**config.mk**
```make
export PLATFORM = sky130hd
export DESIGN_NAME = mac_feeder
export DESIGN_NICKNAME = d
export VERILOG_FILES = /design/src/rtl/mac_feeder_pkg.sv /design/src/rtl/mac_vec_fifo.sv /design/src/rtl/mac_feeder.sv
export SDC_FILE = /design/constraint.sdc
export NUM_CORES = 1
export LEC_CHECK = 0
export CAP_MARGIN = 20
export CORE_MARGIN = 8
export CORE_UTILIZATION = 49
export DETAILED_ROUTE_END_ITERATION = 10
export PLACE_DENSITY = 0.66
export SYNTH_ARGS = -nofsm -noshare
export SYNTH_HDL_FRONTEND = slang
export SYNTH_SLANG_ARGS = --single-unit
```
**constraint.sdc**
```tcl
create_clock -name clk -period 18.95 [get_ports clk]
set_input_delay 2.8425 -clock clk [delete_from_list [all_inputs] [get_ports clk]]
set_output_delay 2.8425 -clock clk [all_outputs]
set_load 0.005 [all_outputs]
```
**src/rtl/mac_feeder_pkg.sv**
```systemverilog
// rtl/mac_feeder_pkg.sv - shared types and constants for the MAC feeder
package mac_feeder_pkg;

    localparam int BEAT_W       = 64;
    localparam int VEC_BEATS    = 4;
    localparam int VEC_W        = BEAT_W * VEC_BEATS;
    localparam int DEF_READ_LAT = 2;

    typedef enum logic [1:0] {
        ST_IDLE  = 2'd0,
        ST_CLEAR = 2'd1,
        ST_RUN   = 2'd2,
        ST_WAIT  = 2'd3
    } state_e;

endpackage

```
**src/rtl/mac_vec_fifo.sv**
```systemverilog
// rtl/mac_vec_fifo.sv - vector FIFO between beat staging and the MAC sequencer
// Ports: push_i/push_data_i write side, pop_i/pop_data_o read side (show-ahead),
// full_o/empty_o flags. A push into a full FIFO is taken only when a pop happens
// in the same cycle.
module mac_vec_fifo #(
    parameter int WIDTH = 257,
    parameter int DEPTH = 2
) (
    input  logic             clk,
    input  logic             rst_n,
    input  logic             push_i,
    input  logic [WIDTH-1:0] push_data_i,
    input  logic             pop_i,
    output logic [WIDTH-1:0] pop_data_o,
    output logic             full_o,
    output logic             empty_o
);

    localparam int AW = $clog2(DEPTH);
    localparam logic [AW:0] PTR_INC = (AW + 1)'(1);

    logic [WIDTH-1:0] mem_q [DEPTH];
    logic [AW:0]      wr_ptr_q;
    logic [AW:0]      rd_ptr_q;
    logic             do_push;
    logic             do_pop;

    // Pointers carry one extra wrap bit to tell full from empty.
    assign empty_o    = (wr_ptr_q == rd_ptr_q);
    assign full_o     = (wr_ptr_q[AW] != rd_ptr_q[AW]) &&
                        (wr_ptr_q[AW-1:0] == rd_ptr_q[AW-1:0]);
    assign do_pop     = pop_i && !empty_o;
    assign do_push    = push_i && (!full_o || do_pop);
    assign pop_data_o = mem_q[rd_ptr_q[AW-1:0]];

    always_ff @(posedge clk or negedge rst_n) begin
        if (!rst_n) begin
            wr_ptr_q <= '0;
            rd_ptr_q <= '0;
        end else begin
            if (do_push) wr_ptr_q <= wr_ptr_q + PTR_INC;
            if (do_pop)  rd_ptr_q <= rd_ptr_q + PTR_INC;
        end
    end

    always_ff @(posedge clk) begin
        if (do_push) mem_q[wr_ptr_q[AW-1:0]] <= push_data_i;
    end

endmodule

```
**src/rtl/mac_feeder.sv**
```systemverilog
// rtl/mac_feeder.sv - assembles 64-bit DMA beats into 256-bit MAC vectors and sequences the MAC array
// Ports: s_valid/s_data/s_last/s_ready beat input; cfg_bias group bias input;
// DMA_channel_0..3 vector out; mac_en/mac_clr/mac_read_en MAC controls;
// bias held per group; busy activity flag; err sticky short-vector flag.
module mac_feeder
    import mac_feeder_pkg::*;
#(
    parameter int READ_LAT   = DEF_READ_LAT,
    parameter int FIFO_DEPTH = 2
) (
    input  logic              clk,
    input  logic              rst_n,
    input  logic              s_valid,
    input  logic [BEAT_W-1:0] s_data,
    input  logic              s_last,
    output logic              s_ready,
    input  logic [15:0]       cfg_bias,
    output logic [BEAT_W-1:0] DMA_channel_0,
    output logic [BEAT_W-1:0] DMA_channel_1,
    output logic [BEAT_W-1:0] DMA_channel_2,
    output logic [BEAT_W-1:0] DMA_channel_3,
    output logic              mac_en,
    output logic              mac_clr,
    output logic              mac_read_en,
    output logic [15:0]       bias,
    output logic              busy,
    output logic              err
);

    localparam logic [3:0] LAT_CNT = 4'(READ_LAT);

    logic              rdy_q;
    logic [1:0]        beat_cnt_q;
    logic [BEAT_W-1:0] stage_q [VEC_BEATS];
    logic              err_q;
    state_e            state_q, state_d;
    logic [3:0]        wait_cnt_q, wait_cnt_d;
    logic              mac_en_q;
    logic [VEC_W-1:0]  vec_q;
    logic [15:0]       bias_q;

    logic              closes_vec;
    logic              accept;
    logic              fifo_push;
    logic              fifo_pop;
    logic              fifo_full;
    logic              fifo_empty;
    logic [VEC_W-1:0]  push_vec;
    logic [VEC_W:0]    fifo_rd_data;

    // Any beat that closes a vector needs a FIFO slot; the others only fill staging.
    assign closes_vec = (beat_cnt_q == 2'd3) || s_last;
    assign s_ready    = rdy_q && (!closes_vec || !fifo_full || fifo_pop);
    assign accept     = s_valid && s_ready;
    assign fifo_push  = accept && closes_vec;

    // Lanes below the current beat come from staging, the current lane straight
    // from s_data, and lanes past a short s_last are zero.
    always_comb begin
        push_vec = '0;
        for (int i = 0; i < VEC_BEATS; i++) begin
            if (2'(i) < beat_cnt_q)       push_vec[i*BEAT_W +: BEAT_W] = stage_q[i];
            else if (2'(i) == beat_cnt_q) push_vec[i*BEAT_W +: BEAT_W] = s_data;
        end
    end

    mac_vec_fifo #(
        .WIDTH (VEC_W + 1),
        .DEPTH (FIFO_DEPTH)
    ) u_fifo (
        .clk         (clk),
        .rst_n       (rst_n),
        .push_i      (fifo_push),
        .push_data_i ({s_last, push_vec}),
        .pop_i       (fifo_pop),
        .pop_data_o  (fifo_rd_data),
        .full_o      (fifo_full),
        .empty_o     (fifo_empty)
    );

    always_ff @(posedge clk or negedge rst_n) begin
        if (!rst_n) begin
            rdy_q      <= 1'b0;
            beat_cnt_q <= '0;
            err_q      <= 1'b0;
            for (int i = 0; i < VEC_BEATS; i++) stage_q[i] <= '0;
        end else begin
            rdy_q <= 1'b1;
            if (accept) begin
                stage_q[beat_cnt_q] <= s_data;
                beat_cnt_q          <= closes_vec ? 2'd0 : beat_cnt_q + 2'd1;
                if (s_last && beat_cnt_q != 2'd3) err_q <= 1'b1;
            end
        end
    end

    always_comb begin
        state_d    = state_q;
        wait_cnt_d = wait_cnt_q;
        fifo_pop   = 1'b0;
        case (state_q)
            ST_IDLE:  if (!fifo_empty) state_d = ST_CLEAR;
            ST_CLEAR: state_d = ST_RUN;
            ST_RUN: begin
                if (!fifo_empty) begin
                    fifo_pop = 1'b1;
                    if (fifo_rd_data[VEC_W]) begin
                        state_d    = ST_WAIT;
                        wait_cnt_d = '0;
                    end
                end
            end
            ST_WAIT: begin
                // The read pulse cycle is the last WAIT cycle; a group already
                // queued goes straight to CLEAR on the following edge.
                if (wait_cnt_q == LAT_CNT) state_d = fifo_empty ? ST_IDLE : ST_CLEAR;
                else                       wait_cnt_d = wait_cnt_q + 4'd1;
            end
            default: state_d = ST_IDLE;
        endcase
    end

    always_ff @(posedge clk or negedge rst_n) begin
        if (!rst_n) begin
            state_q    <= ST_IDLE;
            wait_cnt_q <= '0;
            mac_en_q   <= 1'b0;
            vec_q      <= '0;
            bias_q     <= '0;
        end else begin
            state_q    <= state_d;
            wait_cnt_q <= wait_cnt_d;
            mac_en_q   <= fifo_pop;
            if (fifo_pop) vec_q <= fifo_rd_data[VEC_W-1:0];
            if (state_d == ST_CLEAR && state_q != ST_CLEAR) bias_q <= cfg_bias;
        end
    end

    assign DMA_channel_0 = vec_q[0*BEAT_W +: BEAT_W];
    assign DMA_channel_1 = vec_q[1*BEAT_W +: BEAT_W];
    assign DMA_channel_2 = vec_q[2*BEAT_W +: BEAT_W];
    assign DMA_channel_3 = vec_q[3*BEAT_W +: BEAT_W];
    assign mac_en        = mac_en_q;
    assign mac_clr       = (state_q == ST_CLEAR);
    assign mac_read_en   = (state_q == ST_WAIT) && (wait_cnt_q == LAT_CNT);
    assign bias          = bias_q;
    assign busy          = (state_q != ST_IDLE) || !fifo_empty;
    assign err           = err_q;

endmodule

```
* Word-level counts from Yosys, hierarchy flattened
Memories as Yosys holds them, arrays and structs flattened.
Index checks and enable logic that the tools add are counted.
** Storage, ports and cells
- Input port bits :: 84
- Logic and storage cells :: 93
- Register bits :: 543
- Memories kept :: 1
- Memory bits (writable) :: 514
- Output and inout bits :: 278
** Operators by class
- Add/subtract/negate cells :: 4
- Reduce and logical (&&, ||, !) cells :: 24
- Equality and inequality tests :: 17
- Order comparisons :: 6
- Muxes and demuxes :: 26
- Bitwise operators :: 1
** Memories
- u_fifo.mem_q :: words 2, bits a word 257, read ports 1, clocked after Yosys merged registers in 0, wr ports 1, RTL line mac_vec_fifo.sv:22 : logic [WIDTH-1:0] mem_q [DEPTH];
** Operator list (count)
- $mux 64 :: 9
- $bwmux 256 :: 1
- $demux 64 s2 :: 1
- $mux 4 :: 3
- $logic_and 1x1->1 :: 10
- $mux 2 :: 5
- $ne 2x2->1 const B :: 4
- $pmux 2 s4 :: 1
- $pmux 4 s2 :: 1
- $add 2x1->2 const B :: 3
- $eq 2x2->1 const B :: 3
- $logic_or 1x1->1 :: 5
- $mux 1 :: 5
- $add 4x1->4 const B :: 1
- $eq 2x1->1 const B :: 2
- $eq 2x2->1 const A :: 2
- $eq 4x2->1 const B :: 1
- $logic_not 2->1 :: 2
- $lt 1x2->1 const A :: 2
- $lt 2x2->1 const A :: 2
- $reduce_and 4->1 :: 1
- $reduce_bool 2->1 :: 2
- $ge 3x3->1 const B :: 1
- $logic_not 1->1 :: 3
- other kinds (8) :: 8

* Depth between registers and ports, before layout
Gate-level depths: netlist of the first run.
- Depth in word-level cells :: 11
- Mapped depth :: 8
- Depth with buffers taken out :: 5

* Cells and area by module
A second synthesis of the first run with hierarchy kept.
** Unflattened totals
- Cells, all modules :: 2408
- Area, all modules :: 39666.8 um^2
** Modules (own cells, without submodules)
- mac_feeder :: area each 20941.3 um^2, cells an instance 1580, times used 1, sequential area each 11886.4 um^2
- mac_vec_fifo :: area each 18725.5 um^2, cells an instance 828, times used 1, sequential area each 15534.9 um^2

* Worst setup path after synthesis of the first run
OpenSTA, ideal clock, no wires.
- Path type :: in2reg
- Start :: input port s_valid
- End :: memory u_fifo.mem_q[1][0], enable pin
- Path buffers :: 0
- Required time :: 17.922 ns
- Setup time :: 1.028 ns
- Cell stages on the path :: 2
- Arrival time :: 15.789 ns
- Setup slack :: 2.134 ns
- Path through :: o2111ai_1 a31oi_1
** Between the ends
- Cells in the longest elaborated chain, start to end :: 5
** Ends and longest elaborated chain
- from (decl) :: RTL line mac_feeder.sv:13 : input logic s_valid,
- $logic_and 1x1->1 :: RTL line mac_feeder.sv:54 : assign accept = s_valid && s_ready;
- $logic_and 1x1->1 :: RTL line mac_feeder.sv:55 : assign fifo_push = accept && closes_vec;
- $logic_and 1x1->1 :: RTL line mac_vec_fifo.sv:33 : assign do_push = push_i && (!full_o || do_pop);
- $mux 1 :: RTL line mac_vec_fifo.sv:47 : if (do_push) mem_q[wr_ptr_q[AW-1:0]] <= push_data_i;
- $mux 1 (implied by the code) :: RTL line mac_vec_fifo.sv:47
- to (decl) :: RTL line mac_vec_fifo.sv:22
Every way passes these cells.

* Final worst setup path of the first run
- Start :: input port s_last
- End :: output port s_ready
** Between the ends
- Cells in the longest elaborated chain, start to end :: 5
** Ends and longest elaborated chain
- from (decl) :: RTL line mac_feeder.sv:15 : input logic s_last,
- $logic_or 1x1->1 :: RTL line mac_feeder.sv:52 : assign closes_vec = (beat_cnt_q == 2'd3) || s_last;
- $logic_not 1->1 :: RTL line mac_feeder.sv:53 : assign s_ready = rdy_q && (!closes_vec || !fifo_full || fifo_pop);
- $logic_or 1x1->1 (2 in series) :: RTL line mac_feeder.sv:53
- $logic_and 1x1->1 :: RTL line mac_feeder.sv:53
- to (decl) :: RTL line mac_feeder.sv:16 : output logic s_ready,
Every way passes these cells.

==> summary.txt, run 1 <==
Run status
  • Outcome: finished clean

Worst setup path
  • FF-to-FF End: u_fifo.mem_q[0][227]$_DFFE_PP_
  • Worst Setup End Kind: output port
  • Crit path DAT: 4.35 ns
  • Worst EP required: 16.11 ns
  • CP Launch Point: s_last
  • R2r setup slk: 13.60 ns
  • Setup crit start kind: primary input
  • Crit Path Class: in2out
  • Crit Reg-Reg Startpoint: beat_cnt_q[1]$_DFFE_PN0N_
  • CP max FO: 6
  • R2R cell count: 7

Clocking
  • CTS tree: done
  • Clock sinks: 993
  • Clock root cell: clkbuf_16
  • Post-CTS sizing: 0
  • CTS clock-pin slew for the worst setup and hold paths: 0.06 ns
  • CTS Buf Count: 100
  • CTS H-tree depth: 3
  • Clk buf depth: 3
  • Hold_buf cts: 0
  • Worst-skew pair later-pin latency: 0.64 ns
  • Post-CTS setup buffer count: 0

Logic synthesis
  • Avg Inst Size Synth: 16.6 sq um
  • Yosys warns: 0
  • Post-synthesis cell type count: 46
  • Seq/Total Area, Yosys: 68.3%
  • Post-synthesis mux area share: 21.9%
  • EDFF count, synth: 514
  • Adder-Cell Fraction of Synth Area: 0.187%
  • Area leader, netlist: edfxtp_1
  • Yosys top cell area share: 38.5%
  • Most frequent cell after synthesis: mux2_2
  • Asr flop ratio synth: 48.2%
  • Seq cells post-synth: 993
  • Post-Synth XOR/XNOR Area: less than 1%
  • Largest family of logic cells by synthesized area: multiplexers
  • Post-synth top cells: mux2_2 (726), edfxtp_1 (514), dfrtp_1 (479)
  • Synthesized instance count: 2412
  • Syn Nets: 2502
  • Synth top area cells: edfxtp_1 (38%), dfrtp_1 (30%), mux2_2 (20%)
  • Primary FF master, synth: edfxtp_1
  • Simple-Gate Fraction of Synth Area: 3.14%
  • Synth Area in Compound Gates: 3.98%
  • Post-Syn Area: 0.0401 sq mm

Timing
  • Setup_tns: 0 ns
  • Fmax: 139 MHz
  • Slew Viols, Final: 0
  • RSZ-0062 raised after global routing: no
  • Max-slew headroom: 22.6%
  • Worst Tran Pin Value: between 1 and 1.5 ns
  • Final hold vios: 0
  • Final min period: 7.19 ns
  • Final period utilization: 37.9%
  • Final setup skew: approximately 0.021 ns
  • # setup viols final: 0

GRT
  • Global Route met2 Usage: between 30% and 40%
  • Initial antenna violation count: 5
  • Grt met3 use: 4.20%
  • Grt peak-use layer: met2
  • Grt total ovfl: 0
  • GR Util met1: 26.3%
  • Largest net degree at the start of global routing: 160
  • Global Route Usage Sum: between 10% and 20%
  • Vias in the first global route: roughly 23000
  • First-pass GRT wire length: 141000 microns

Final layout
  • Final core occ: 58.7%
  • Share of layout cells above drive strength 1: about a third
  • Synthesis-to-finish area growth: 19.4%
  • Final std cells w/o fill: 3918
  • Nets: approximately 2900

Die
  • DIE WIDTH: roughly 300 microns
  • Die Span Y: 302 microns
  • Initial Util: 49.2%
  • # rows: about 110
  • IO Pins: 362
  • Die area: 0.0913 sq mm
  • Core area: 0.0816 sq mm

Worst hold path
  • Worst Hold Depth: 1
  • Worst hold start: stage_q[149]$_DFFE_PN0P_
  • Hold path endpoint: stage_q[149]$_DFFE_PN0P_
  • Min-Delay Path Class: reg2reg

Power and ir drop
  • Pleak: 17.7 nW
  • Worst IR Drop VDD: roughly 0.096 mV
  • Total Power: between 8 and 9 mW
  • Cell Pwr Density: between 150 and 200 mW/mm^2

Placement
  • Placed cells: 3723
  • DPL Wire Length: 55500 microns
  • # port buffers: 361
  • Gpl congestion: 0.818

Routing
  • Via/cell ratio: 5.56
  • Final wirelength: 92500 microns
  • Iteration-0 DRC Markers: 1572
  • Final ANT Viol Nets: 0
  • Via count: approximately 22000
  • DR pass1 iterations: 5
  • DR WL/cell: approximately 24 microns
  • DRC: 0

Job
  • Maxcap violations: 0
==> cell usage in the layout, fill, tap and decap left out, types with 3 or more instances in the layout <==
| cell type | instances |
|---|---|
| a22o_1 | 61 |
| a32oi_1 | 16 |
| a41oi_4 | 3 |
| and2_1 | 82 |
| buf_12 | 3 |
| buf_4 | 31 |
| bufinv_16 | 3 |
| clkbuf_1 | 36 |
| clkbuf_16 | 106 |
| clkbuf_8 | 17 |
| clkdlybuf4s50_1 | 360 |
| clkinv_2 | 21 |
| dfrtp_1 | 477 |
| diode_2 | 3 |
| edfxtp_1 | 514 |
| ha_1 | 3 |
| ha_4 | 3 |
| inv_1 | 4 |
| mux2_1 | 12 |
| mux2_2 | 726 |
| mux2_4 | 30 |
| nand2_1 | 138 |
| nand3_1 | 10 |
| nand4_1 | 16 |
| nor2_1 | 4 |
| o2111ai_1 | 17 |
| o211ai_1 | 17 |
| o21ai_0 | 91 |
| xnor2_1 | 3 |
==> worst max path at each step <==
| stage | slack, ns | endpoint | cells after the start |
|---|---|---|---|
| 4_1_cts | 11.77 | s_ready | 4 |
| 3_3_place_gp | 11.47 | u_fifo.mem_q[0][177]$_DFFE_PP_ | 7 |
| 6_report | 11.76 | s_ready | 4 |
| 3_5_place_dp | 11.46 | u_fifo.mem_q[0][181]$_DFFE_PP_ | 7 |
| 2_1_floorplan | 2.13 | u_fifo.mem_q[1][0]$_DFFE_PP_ | 2 |
| 5_1_grt | 11.69 | s_ready | 4 |
==> final cells by class <==
class	instances	area, sq um
flip-flops and latches	993	27400
inverters	4	15.0
clock inverters	28	219
diodes	3	7.51
clock buffers	159	3020
well taps	1070	1340
fillers	6121	33700
multi-input cells	1262	11900
repair buffers	399	3990
==> critical path, cell delays in order <==
cell and delay (ns):
clkdlybuf4s50_1 0.50, nor2_1 0.27, o21a_1 0.21, clkdlybuf4s50_1 0.52
==> power breakdown <==
part           total [mW]  leakage (nW)  internal [mW]  switching [mW]
registers            3.43          10.5           3.06           0.371
clock network        1.93          1.60           1.13           0.798
logic                2.87          5.66           1.59            1.28
==> metal layers <==
layer  wire length, microns  up-vias
met5                     23        -
met4                   1830        4
met3                   5250      120
met2                  46300      549
met1                  39100    11400
li1                       -     9702
==> through the flow <==
| stage | hold WS (ns) | cell area (sq um) | worst slack [ns] |
|---|---|---|---|
| after floorplan | 0.459 | 40100 | 2.13 |
| after global placement | 0.469 | 44500 | 11.47 |
| after detailed placement | 0.477 | 44600 | 11.46 |
| after CTS | 0.491 | 47800 | 11.77 |
| after global routing | 0.500 | 47900 | 11.69 |
| final | 0.489 | 47900 | 11.76 |
==> cells by family after synthesis <==
logic type | Yosys count
flip-flops | 993
AO/OA/AOI/OAI | 219
buffers and inverters | 157
other | 1
AND/OR/NAND/NOR | 260
multiplexers | 769
XOR/XNOR | 7
adder cells (fa/ha/maj) | 6
==> sequential cells by signal (all words and copies together) (netlist names) <==
| name | cells |
|---|---|
| vec_q | 256 |
| u_fifo.rd_ptr_q | 2 |
| wait_cnt_q | 4 |
| rdy_q | 1 |
| bias | 16 |
| mac_en | 1 |
| u_fifo.wr_ptr_q | 2 |
| err | 1 |
| state_q | 2 |
| u_fifo.mem_q | 514 |
| beat_cnt_q | 2 |
| stage_q | 192 |
Power figures use the tool's default switching activity.
==> run 2: changes to the inputs <==
--- a/config.mk
+++ b/config.mk
@@ -9,7 +9,7 @@
 export CORE_MARGIN = 8
 export CORE_UTILIZATION = 49
 export DETAILED_ROUTE_END_ITERATION = 10
-export PLACE_DENSITY = 0.66
+export PLACE_DENSITY = 0.68
 export SYNTH_ARGS = -nofsm -noshare
 export SYNTH_HDL_FRONTEND = slang
 export SYNTH_SLANG_ARGS = --single-unit
==> constraint.sdc (replaced) <==
create_clock -name clk -period 6.6 [get_ports clk]
set_input_delay 0.99 -clock clk [delete_from_list [all_inputs] [get_ports clk]]
set_output_delay 0.99 -clock clk [all_outputs]
set_load 0.005 [all_outputs]
==> run 2 against run 1 <==
- die area did not move
- first-iteration DRC count rose by 0.38%
- register-to-register slack got worse by 11 ns
- worst hold slack got worse by 0.14 ns
- design area rose by 0.26%
- sequential power rose to 2.9 times the previous value
- clock power rose to 3.0 times the previous value
- combinational power rose to 2.8 times the previous value
- routed wire length rose by 0.20%
- setup slack got worse by 9.4 ns
- via count rose by 0.90%
- sequential share of layout area fell by 0.15 points
==> summary.txt, run 2 (synthesis gave the netlist of run 1 again) <==
Final layout
  • Final std cells w/o fill: 3916 (-0.051%)
  • Most frequent cells in the layout: mux2_2 (726), edfxtp_1 (514), dfrtp_1 (477), clkdlybuf4s50_1 (360), nand2_1 (138)
  • Share of layout cells above drive strength 1: 33.9% (+0.13 points)
  • Synthesis-to-finish area growth: 19.7%
  • # fillers: 6052 (-1.1%)
  • Commonest non-fill, non-tap cell in the layout: mux2_2
  • Nets: 2847 (-0.11%)
  • Max FFs per register: 514 (unchanged)

Routing
  • Final ANT Viol Nets: 0 (unchanged)
  • Metal2 WL: 45200 microns (-2.3%)
  • Final wirelength: 92700 microns (+0.20%)
  • DR WL/cell: 23.7 microns (+0.25%)
  • Via/cell ratio: 5.61 (+0.95%)
  • Iteration-0 DRC Markers: 1578 (+0.38%)
  • DR pass1 iterations: 8 (+3)
  • M1 WL: 39400 microns (+0.61%)
  • DRC: 0 (unchanged)
  • Via count: 22000 (+0.90%)
  • DR WL met3: 5530 microns (+5.2%)
  • Uppermost routed layer: met5

Clocking
  • Clock sinks: 993 (unchanged)
  • Post-CTS setup buffer count: 0 (unchanged)
  • Post-CTS sizing: 0 (unchanged)
  • CTS Buf Count: 103 (+3.0%)
  • CTS H-tree depth: 3 (unchanged)
  • Clk buf depth: 3 (unchanged)
  • Hold_buf cts: 0 (unchanged)
  • CTS clock-pin slew for the worst setup and hold paths: 0.06 ns (about the same)
  • Worst-skew pair later-pin latency: 0.64 ns (about the same)
  • Clock root cell: clkbuf_16
  • CTS tree: done

Worst setup path
  • Setup crit start kind: flip-flop
  • Worst EP required: 5.61 ns (-10.50 ns)
  • Crit Path Class: reg2out
  • Worst Setup End Kind: output port
  • CP max FO: 34 (+28)
  • Crit path DAT: 3.23 ns (-1.12 ns)

Power and ir drop
  • Internal power: 16.7 mW (+190%)
  • NetSw: 7.07 mW (+190%)
  • Logic gate share of total power: 34.2% (-0.7 points)
  • Clock Power Share: 24.0% (+0.6 points)
  • Pleak: 17.8 nW (+0.29%)
  • Worst IR Drop VDD: 0.452 mV (+370%)
  • Reg power frac: 41.8% (about the same)
  • Cell Pwr Density: 496 mW/mm^2 (+190%)
  • Switching Fraction: 29.7% (-0.039 points)

Worst hold path
  • Min-Delay Path Class: in2async

Timing
  • Setup_tns: 0 ns (unchanged)
  • Max-slew headroom: 25.3% (+2.7 points)
  • Final period utilization: 63.9%
  • Slew Viols, Final: 0 (unchanged)
  • Final WS setup: 2.38 ns (-9.37 ns)
  • Final hold vios: 0 (unchanged)
  • # setup viols final: 0 (unchanged)
  • Worst Tran Pin Value: 1.12 ns (-0.0408 ns)
  • Fmax: around 240 MHz
  • Final min period: roughly 4.2 ns
  • Final setup skew: 0.0147 ns (-0.00593 ns)
  • RSZ-0062 raised after global routing: no

Placement
  • DP Worst Slack: 2.40 ns (-9.06 ns)
  • # port buffers: 361 (unchanged)
  • DPL Wire Length: 55300 microns (-0.25%)
  • Gpl congestion: 0.762 (-6.8%)
  • Placed cells: 3719 (-0.11%)

GRT
  • Vias in the first global route: 23300 (+0.98%)
  • Initial antenna violation count: 6 (+1)
  • Grt total ovfl: 0 (unchanged)
  • First-pass GRT wire length: 143000 microns (+0.92%)
  • Global Route Usage Sum: 20.1% (+0.14 points)
  • Largest net degree at the start of global routing: 157 (-1.9%)

Die
  • Initial Util: 49.2% (unchanged)
  • # rows: 105 (unchanged)
  • IO Pins: 362 (unchanged)
  • Core area: 0.0816 sq mm (unchanged)
  • DIE WIDTH: 302 microns (unchanged)
  • Die area: 0.0913 sq mm (unchanged)
  • Die Span Y: 302 microns (unchanged)

Job
  • Maxcap violations: 0 (unchanged)

Run status
  • Outcome: finished clean
-- run 2: cell types whose count changed in the layout (fill, tap and decap cells not counted), moves of 5 or more --
cell / before / now
buf_4: 31 / 22
buf_12: 3 / 8
clkbuf_8: 17 / 10
clkinv_2: 21 / 27
bufinv_16: 3 / 8
clkinv_1: 2 / 14
clkbuf_1: 36 / 19
-- run 2: critical path, cell delays in order (launching register included) --
cell             delay [ns]
dfrtp_4                0.71
xnor2_4                0.93
nand3_1                0.20
o21a_1                 0.23
clkdlybuf4s50_1        0.50
-- run 2: final cells by class --
class | count | area (sq um) | share of cell area, %
Multi-Input combinational cell | 1262 | 11900 | 24.7
Inverter | 4 | 15.0 | 0.0313
Timing Repair Buffer | 393 | 3980 | 8.29
Antenna cell | 3 | 7.51 | 0.0156
Clock inverter | 55 | 485 | 1.01
Clock buffer | 136 | 2890 | 6.01
Sequential cell | 993 | 27400 | 57.1
Tap cell | 1070 | 1340 | 2.79
-- run 2: metrics by stage --
step                      area, sq um  utilization [%]  hold slack (ns)  power [mW]
after floorplan                 40100                -            0.459        14.7
after global placement          44600             54.7            0.465        17.9
after detailed placement        44600             54.7            0.455        18.3
after CTS                       48000             58.8            0.408        24.0
after global routing            48000             58.9            0.428        25.0
final                           48000             58.9            0.345        23.8
-- run 2: power by group through the flow --
| stage | registers, mW | logic (mW) | clock network, mW |
|---|---|---|---|
| after global routing | 10.2 | 8.74 | 6.07 |
| after floorplan | 9.69 | 5.05 | 0 |
| after global placement | 9.98 | 7.95 | 0 |
| after CTS | 9.97 | 8.23 | 5.83 |
| final | 9.95 | 8.14 | 5.71 |
| after detailed placement | 10.1 | 8.19 | 0 |
-- run 2: worst paths after layout --
path	startpoint	to	slack [ns]	cells after the start
setup / recovery	u_fifo.rd_ptr_q[0]$_DFFE_PN0P_	s_ready	2.38	4
hold / removal	rst_n	vec_q[13]$_DFFE_PN0P_	0.35	1
setup reg to reg	beat_cnt_q[1]$_DFFE_PN0N_	stage_q[74]$_DFFE_PN0P_	2.51	5
hold reg to reg	err$_DFFE_PN0P_	err$_DFFE_PN0P_	0.49	1
max in group asynchronous	rst_n	vec_q[77]$_DFFE_PN0P_	4.86	2
min in group clk	err$_DFFE_PN0P_	err$_DFFE_PN0P_	0.49	1
-- run 2: routing by layer --
layer / track usage (%) / up-vias
li1: - / 9706
met1: 26.8 / 11500
met2: 33.1 / 598
met3: 4.14 / 153
met4: 6.38 / 8
met5: 0 / -
